$ cat config.mk
export PLATFORM = sky130hd
export DESIGN_NAME = batch_loader
export DESIGN_NICKNAME = d
export VERILOG_FILES = /design/src/rtl/batch_loader.sv
export SDC_FILE = /design/constraint.sdc
export NUM_CORES = 1
export LEC_CHECK = 0
export ABC_AREA = 1
export BUFFER_PORTS_ARGS = -buffer_cell sky130_fd_sc_hd__buf_4
export CAP_MARGIN = 20
export CORE_MARGIN = 5
export CORE_UTILIZATION = 59
export CTS_BUF_LIST = sky130_fd_sc_hd__clkbuf_2
export DETAILED_ROUTE_END_ITERATION = 7
export GPL_ROUTABILITY_DRIVEN = 0
export PLACE_DENSITY_LB_ADDON = 0.2
export SYNTH_ARGS = -nofsm -noshare
export SYNTH_HDL_FRONTEND = slang
export SYNTH_SLANG_ARGS = --single-unit
$ cat constraint.sdc
create_clock -name clk -period 1.71 [get_ports clk]
set_clock_uncertainty 0.05 [all_clocks]
set_input_delay 0.4275 -clock clk [delete_from_list [all_inputs] [get_ports clk]]
set_output_delay 0.4275 -clock clk [all_outputs]
set_load 0.03 [all_outputs]
$ cat src/rtl/batch_loader.sv
// batch_loader: pulls one training batch (M samples of N float features, then M
// integer labels) from a FWFT FIFO and writes it into the X/Y buffers, expanding
// each label into a K-wide one-hot row of IEEE-754 floats.
//
// Ports:
//   clk, rst (async, active-low)
//   readData/readEmpty/readEn  FWFT FIFO head, empty flag, combinational pop
//   buf_we/buf_sel/buf_addr/buf_data  registered buffer write (sel 0 = X, 1 = Y)
//   output_z_stb/output_z_ack  batch-ready handshake with the trainer
//   batch_cnt                  acknowledged batches, wraps at 2047
//   label_err                  sticky out-of-range label flag
//
// Build option: LOADER_LABEL_CHECK_EN enables label_err; without it label_err is 0.
// Out-of-range labels always produce an all-zero Y row.
module batch_loader #(
  parameter int M  = 100,
  parameter int N  = 784,
  parameter int K  = 10,
  parameter int AW = 17
) (
  input  logic          clk,
  input  logic          rst,
  input  logic [31:0]   readData,
  input  logic          readEmpty,
  output logic          readEn,
  output logic          buf_we,
  output logic          buf_sel,
  output logic [AW-1:0] buf_addr,
  output logic [31:0]   buf_data,
  output logic          output_z_stb,
  input  logic          output_z_ack,
  output logic [10:0]   batch_cnt,
  output logic          label_err
);
  localparam int MW = (M > 1) ? $clog2(M) : 1;
  localparam int KW = (K > 1) ? $clog2(K) : 1;
  typedef enum logic [1:0] {LOAD_X, LOAD_Y, EXPAND, DONE} state_t;
  state_t r_state, w_next;
  logic [AW-1:0] r_xaddr, r_yaddr;
  logic [MW-1:0] r_i;
  logic [KW-1:0] r_k;
  logic [31:0]   r_label;
  logic          w_wr, w_x_last, w_k_last, w_i_last;
  // r_xaddr walks i*N+j and r_yaddr walks i*K+k sequentially, so no multipliers
  assign w_x_last = r_xaddr == AW'(M * N - 1);
  assign w_k_last = r_k == KW'(K - 1);
  assign w_i_last = r_i == MW'(M - 1);
  always_ff @(posedge clk or negedge rst) begin
    if (!rst) r_state <= LOAD_X;
    else      r_state <= w_next;
  end
  always_comb begin
    w_next = r_state;
    unique case (r_state)
      LOAD_X:  if (readEn && w_x_last) w_next = LOAD_Y;
      LOAD_Y:  if (readEn) w_next = EXPAND;
      EXPAND:  if (w_k_last) w_next = w_i_last ? DONE : LOAD_Y;
      DONE:    if (output_z_ack) w_next = LOAD_X;
      default: w_next = LOAD_X;
    endcase
  end
  always_comb begin
    readEn       = rst && !readEmpty && (r_state == LOAD_X || r_state == LOAD_Y);
    output_z_stb = r_state == DONE;
    w_wr         = (readEn && r_state == LOAD_X) || r_state == EXPAND;
  end
  always_ff @(posedge clk or negedge rst) begin
    if (!rst) begin
      buf_we    <= 1'b0;
      buf_sel   <= 1'b0;
      buf_addr  <= '0;
      buf_data  <= '0;
      batch_cnt <= '0;
      r_xaddr   <= '0;
      r_yaddr   <= '0;
      r_i       <= '0;
      r_k       <= '0;
      r_label   <= '0;
    end else begin
      buf_we <= w_wr;
      if (w_wr) begin
        buf_sel  <= r_state == EXPAND;
        buf_addr <= (r_state == EXPAND) ? r_yaddr : r_xaddr;
        // a label >= K never matches any k, giving an all-zero row
        buf_data <= (r_state != EXPAND) ? readData :
                    (r_label == 32'(r_k)) ? 32'h3F80_0000 : 32'h0;
      end
      if (readEn && r_state == LOAD_X) r_xaddr <= w_x_last ? '0 : r_xaddr + AW'(1);
      if (readEn && r_state == LOAD_Y) r_label <= readData;
      if (r_state == EXPAND) begin
        r_k     <= w_k_last ? '0 : r_k + KW'(1);
        r_yaddr <= (w_k_last && w_i_last) ? '0 : r_yaddr + AW'(1);
        if (w_k_last) r_i <= w_i_last ? '0 : r_i + MW'(1);
      end
      if (output_z_stb && output_z_ack) batch_cnt <= batch_cnt + 11'd1;
    end
  end
`ifdef LOADER_LABEL_CHECK_EN
  always_ff @(posedge clk or negedge rst) begin
    if (!rst)                                                 label_err <= 1'b0;
    else if (readEn && r_state == LOAD_Y && readData >= 32'(K)) label_err <= 1'b1;
  end
`else
  assign label_err = 1'b0;
`endif
endmodule
==> results.sh <==
export IMPL_seq_area_frac_synth_pct=54.6
export IMPL_fin_crit_ps=2070
export IMPL_design_portCount=101
export IMPL_critical_path_max_fanout=6
export IMPL_htree_levels=4
export IMPL_grt_usage_pct=26.8
export IMPL_power_density_mw_per_mm2=1620
export IMPL_start_kind="flip-flop"
export IMPL_grt_antenna_before_repair=0
export IMPL_crit_arrival_ps=2660
export IMPL_worst_slew_pin_slew_ps=839
export IMPL_clk_latency_ps=760
export IMPL_syn_area_per_cell_um2=8.55
export IMPL_vdd_ir_drop_worst_uv=1430
export IMPL_layout_setup_ws_ps=-362
export IMPL_slew_violations=0
export IMPL_crit_required_ps=2300
export IMPL_num_rows=38
export IMPL_path_class="reg -> reg"
export IMPL_hold_path_class="in -> reg"
export IMPL_leakage_nw=4.70
export IMPL_tritoncts="yes"
export IMPL_setup_viol=129
export IMPL_diodes=0
export IMPL_drive_above_1_share_pct=33.3
export IMPL_power_share_combinational_pct=48.3
export IMPL_synthCells=756
export IMPL_cts_root_buffer="clkbuf_2"
export IMPL_grt_pass1_vias=5903
export IMPL_fp_dieW_um=115
export IMPL_grt_start_max_net_pins=140
export IMPL_end_kind="flip-flop"
export IMPL_area_delta_synth_final_pct=44.5
export IMPL_grt_ovfl_total=0
export IMPL_timing_hold_ws_ps=126
export IMPL_cp_common_cell="buf_4"
export IMPL_die_h_um=115
export IMPL_grt_pass1_wl_um=27600
export IMPL_power_mw=15.1
export IMPL_port_buffers=99
export IMPL_wire_per_inst_um=18.5
export IMPL_swShare_pct=42.1
export IMPL_vias_per_cell=5.71
export IMPL_clockPowerShare_pct=15.6
export IMPL_rsz0062_at_grt="yes"
export IMPL_power_frac_seq_pct=36.1
export IMPL_initial_core_util_pct=59.9
export IMPL_ys_ff_latch=141
export IMPL_cpPeakStageDelay_ps=470
export IMPL_drt_total_wl_um=20700
export IMPL_cell_internal_pwr_mw=8.75
export IMPL_detail_route_antenna_nets=0
export IMPL_drc=3
export IMPL_critical_path_slowest_cell="dfrtp_2"
export IMPL_numCtsBuffers=17
export IMPL_violations="design-rule violations, negative setup slack"
export IMPL_dpl_worst_slack_ps=-11.7
export IMPL_utilization_pct=86.6
export IMPL_cts_max_path_buffers=2
export IMPL_core_area_mm2=0.0108
export IMPL_hold_viol_final=0
export IMPL_yosys_warnings=0
export IMPL_final_cell_mix="dfrtp_1, nand2_1, buf_4"
export IMPL_vias=6403
export IMPL_crit_chain="inv_4 -> buf_4 -> buf_4 -> buf_4 -> buf_6 -> nand2_4 -> nor2_4 -> buf_12 -> nor2_4 -> inv_4 -> clkbuf_16 -> nor2_1 -> a31oi_1"
export IMPL_ys_types=37
export IMPL_cts_reportedPaths_clkPinSlew_ps=200
export IMPL_status="finished, violations left"
export IMPL_max_clock_freq_mhz=483
export IMPL_p_switching_mw=6.36
export IMPL_synth_nets=796
export IMPL_nets=1008
export IMPL_die_area_mm2=0.0131
export IMPL_drv_cap=0
export IMPL_final_common_cell="dfrtp_1"
export IMPL_place_inst=990
export IMPL_finalCritPeriodShare_pct=121
export IMPL_max_slew_margin_rel_pct=44.1
export IMPL_stdcell_count=1121
export IMPL_clock_sinks=141
export IMPL_dp_hpwl_um=10600
export IMPL_drt_initial_drc_count=652
export IMPL_syn_cell_area_mm2=0.00646
export IMPL_drtPass1Iterations=8
==> critical path: cells and delay by family, from the launching register on <==
kind / cells / cell delay [ps]
AOI/OAI and AO/OA: 1 / 50
and+or+nand+nor: 4 / 460
buffers and inverters: 8 / 960
DFF: 1 / 470
==> final cells by class <==
type	count	area, µm²
inverters	92	359
fillers	511	1450
well taps	140	175
flip-flops and latches	141	3530
clock inverters	14	201
clock buffers	18	90.1
multi-input cells	498	2840
repair buffers	218	2150
==> cells in the mapped netlist <==
cell	count	area share [%]
nand2_1	170	9.9
dfrtp_1	141	55
nor2_1	97	5.6
inv_1	88	5.1
o21ai_0	71	5.5
nand3_1	35	2.7
a21oi_1	26	2.0
buf_2	16	1.2
xor2_1	12	1.6
a31oi_1	11	1.1
nor3_1	11	0.85
nand4_1	9	0.87
mux2_2	8	1.4
o21ai_1	7	0.54
xnor2_1	7	0.95
o211ai_1	5	0.58
buf_6	4	0.70
clkbuf_1	4	0.23
ha_1	4	0.77
nand2_2	4	0.39
inv_2	3	0.17
nand3b_1	3	0.35
nor2_4	3	0.52
and3_1	2	0.19
nand3_2	2	0.31
nor2_2	2	0.19
and3_2	1	0.12
buf_4	1	0.12
clkinv_2	1	0.077
conb_1	1	0.058
nand2_4	1	0.17
nor2_8	1	0.31
nor3_2	1	0.15
nor3_4	1	0.25
o21bai_1	1	0.12
o221ai_1	1	0.14
or2_2	1	0.097
==> power by group through the flow <==
stage / clock network, mW / registers [mW] / logic (mW)
after floorplan: 0 / 6.18 / 2.12
after global placement: 0 / 5.22 / 4.73
after detailed placement: 0 / 5.27 / 4.88
after CTS: 2.31 / 5.26 / 5.86
after global routing: 2.49 / 5.54 / 7.76
final: 2.36 / 5.45 / 7.30
==> timing repair <==
item                                    in CTS  in global routing
hold buffers                                34                  1
pin swaps                                    0                 15
endpoints found under the setup margin      64                140
endpoints found under the hold margin      207                  2
cloned                                       0                  5
setup buffers                               35                 24
resized for setup                          100                124
==> metrics by stage <==
stage	TNS [ps]	instance area (µm²)
detailed placement	-13.3	7440
CTS	-9870	8620
global route	-33240	9340
floorplan	0	6460
global placement	0	7440
finish	-24420	9340
==> state kept, by name, summed over array words and instances (netlist names) <==
name and count:
r_xaddr 17, batch_cnt 11, r_i 7, r_yaddr 17, r_label 32, r_state 2, buf_sel 1, buf_data 32
buf_we 1, r_k 4, buf_addr 17
==> metal layers <==
metal / track usage, % / part of all wire, % / routed length [µm]
met4: 10.6 / 4.1 / 841
met1: 32.9 / 37 / 7610
met3: 6.71 / 6.8 / 1420
met5: 0 / 0 / 0
met2: 45.2 / 52 / 10800
==> final timing paths <==
kind,start,end,slack [ps],cells after the start
max,r_state[1],buf_addr[4],-360,13
min,readEmpty,r_state[1],130,6
max reg2reg,r_state[1],buf_addr[4],-360,13
min reg2reg,r_i[0],r_i[0],480,1
max in group asynchronous,rst,r_label[13],610,3
min in group asynchronous,rst,r_yaddr[14],300,3
==> cells by family (layout without fill, tap and decap cells) <==
| family | after synthesis | count (layout) | synth area share, % |
|---|---|---|---|
| AOI/OAI and AO/OA | 122 | 122 | 9.95 |
| xor gates and xnor gates | 19 | 19 | 2.58 |
| other | 1 | 1 | 0.0580 |
| and+or+nand+nor | 344 | 344 | 23.0 |
| adders and majority gates | 4 | 4 | 0.774 |
| muxes | 8 | 8 | 1.39 |
| buffers and inverters | 117 | 342 | 7.65 |
| DFF | 141 | 141 | 54.6 |
(Power assumes the default switching activity.)
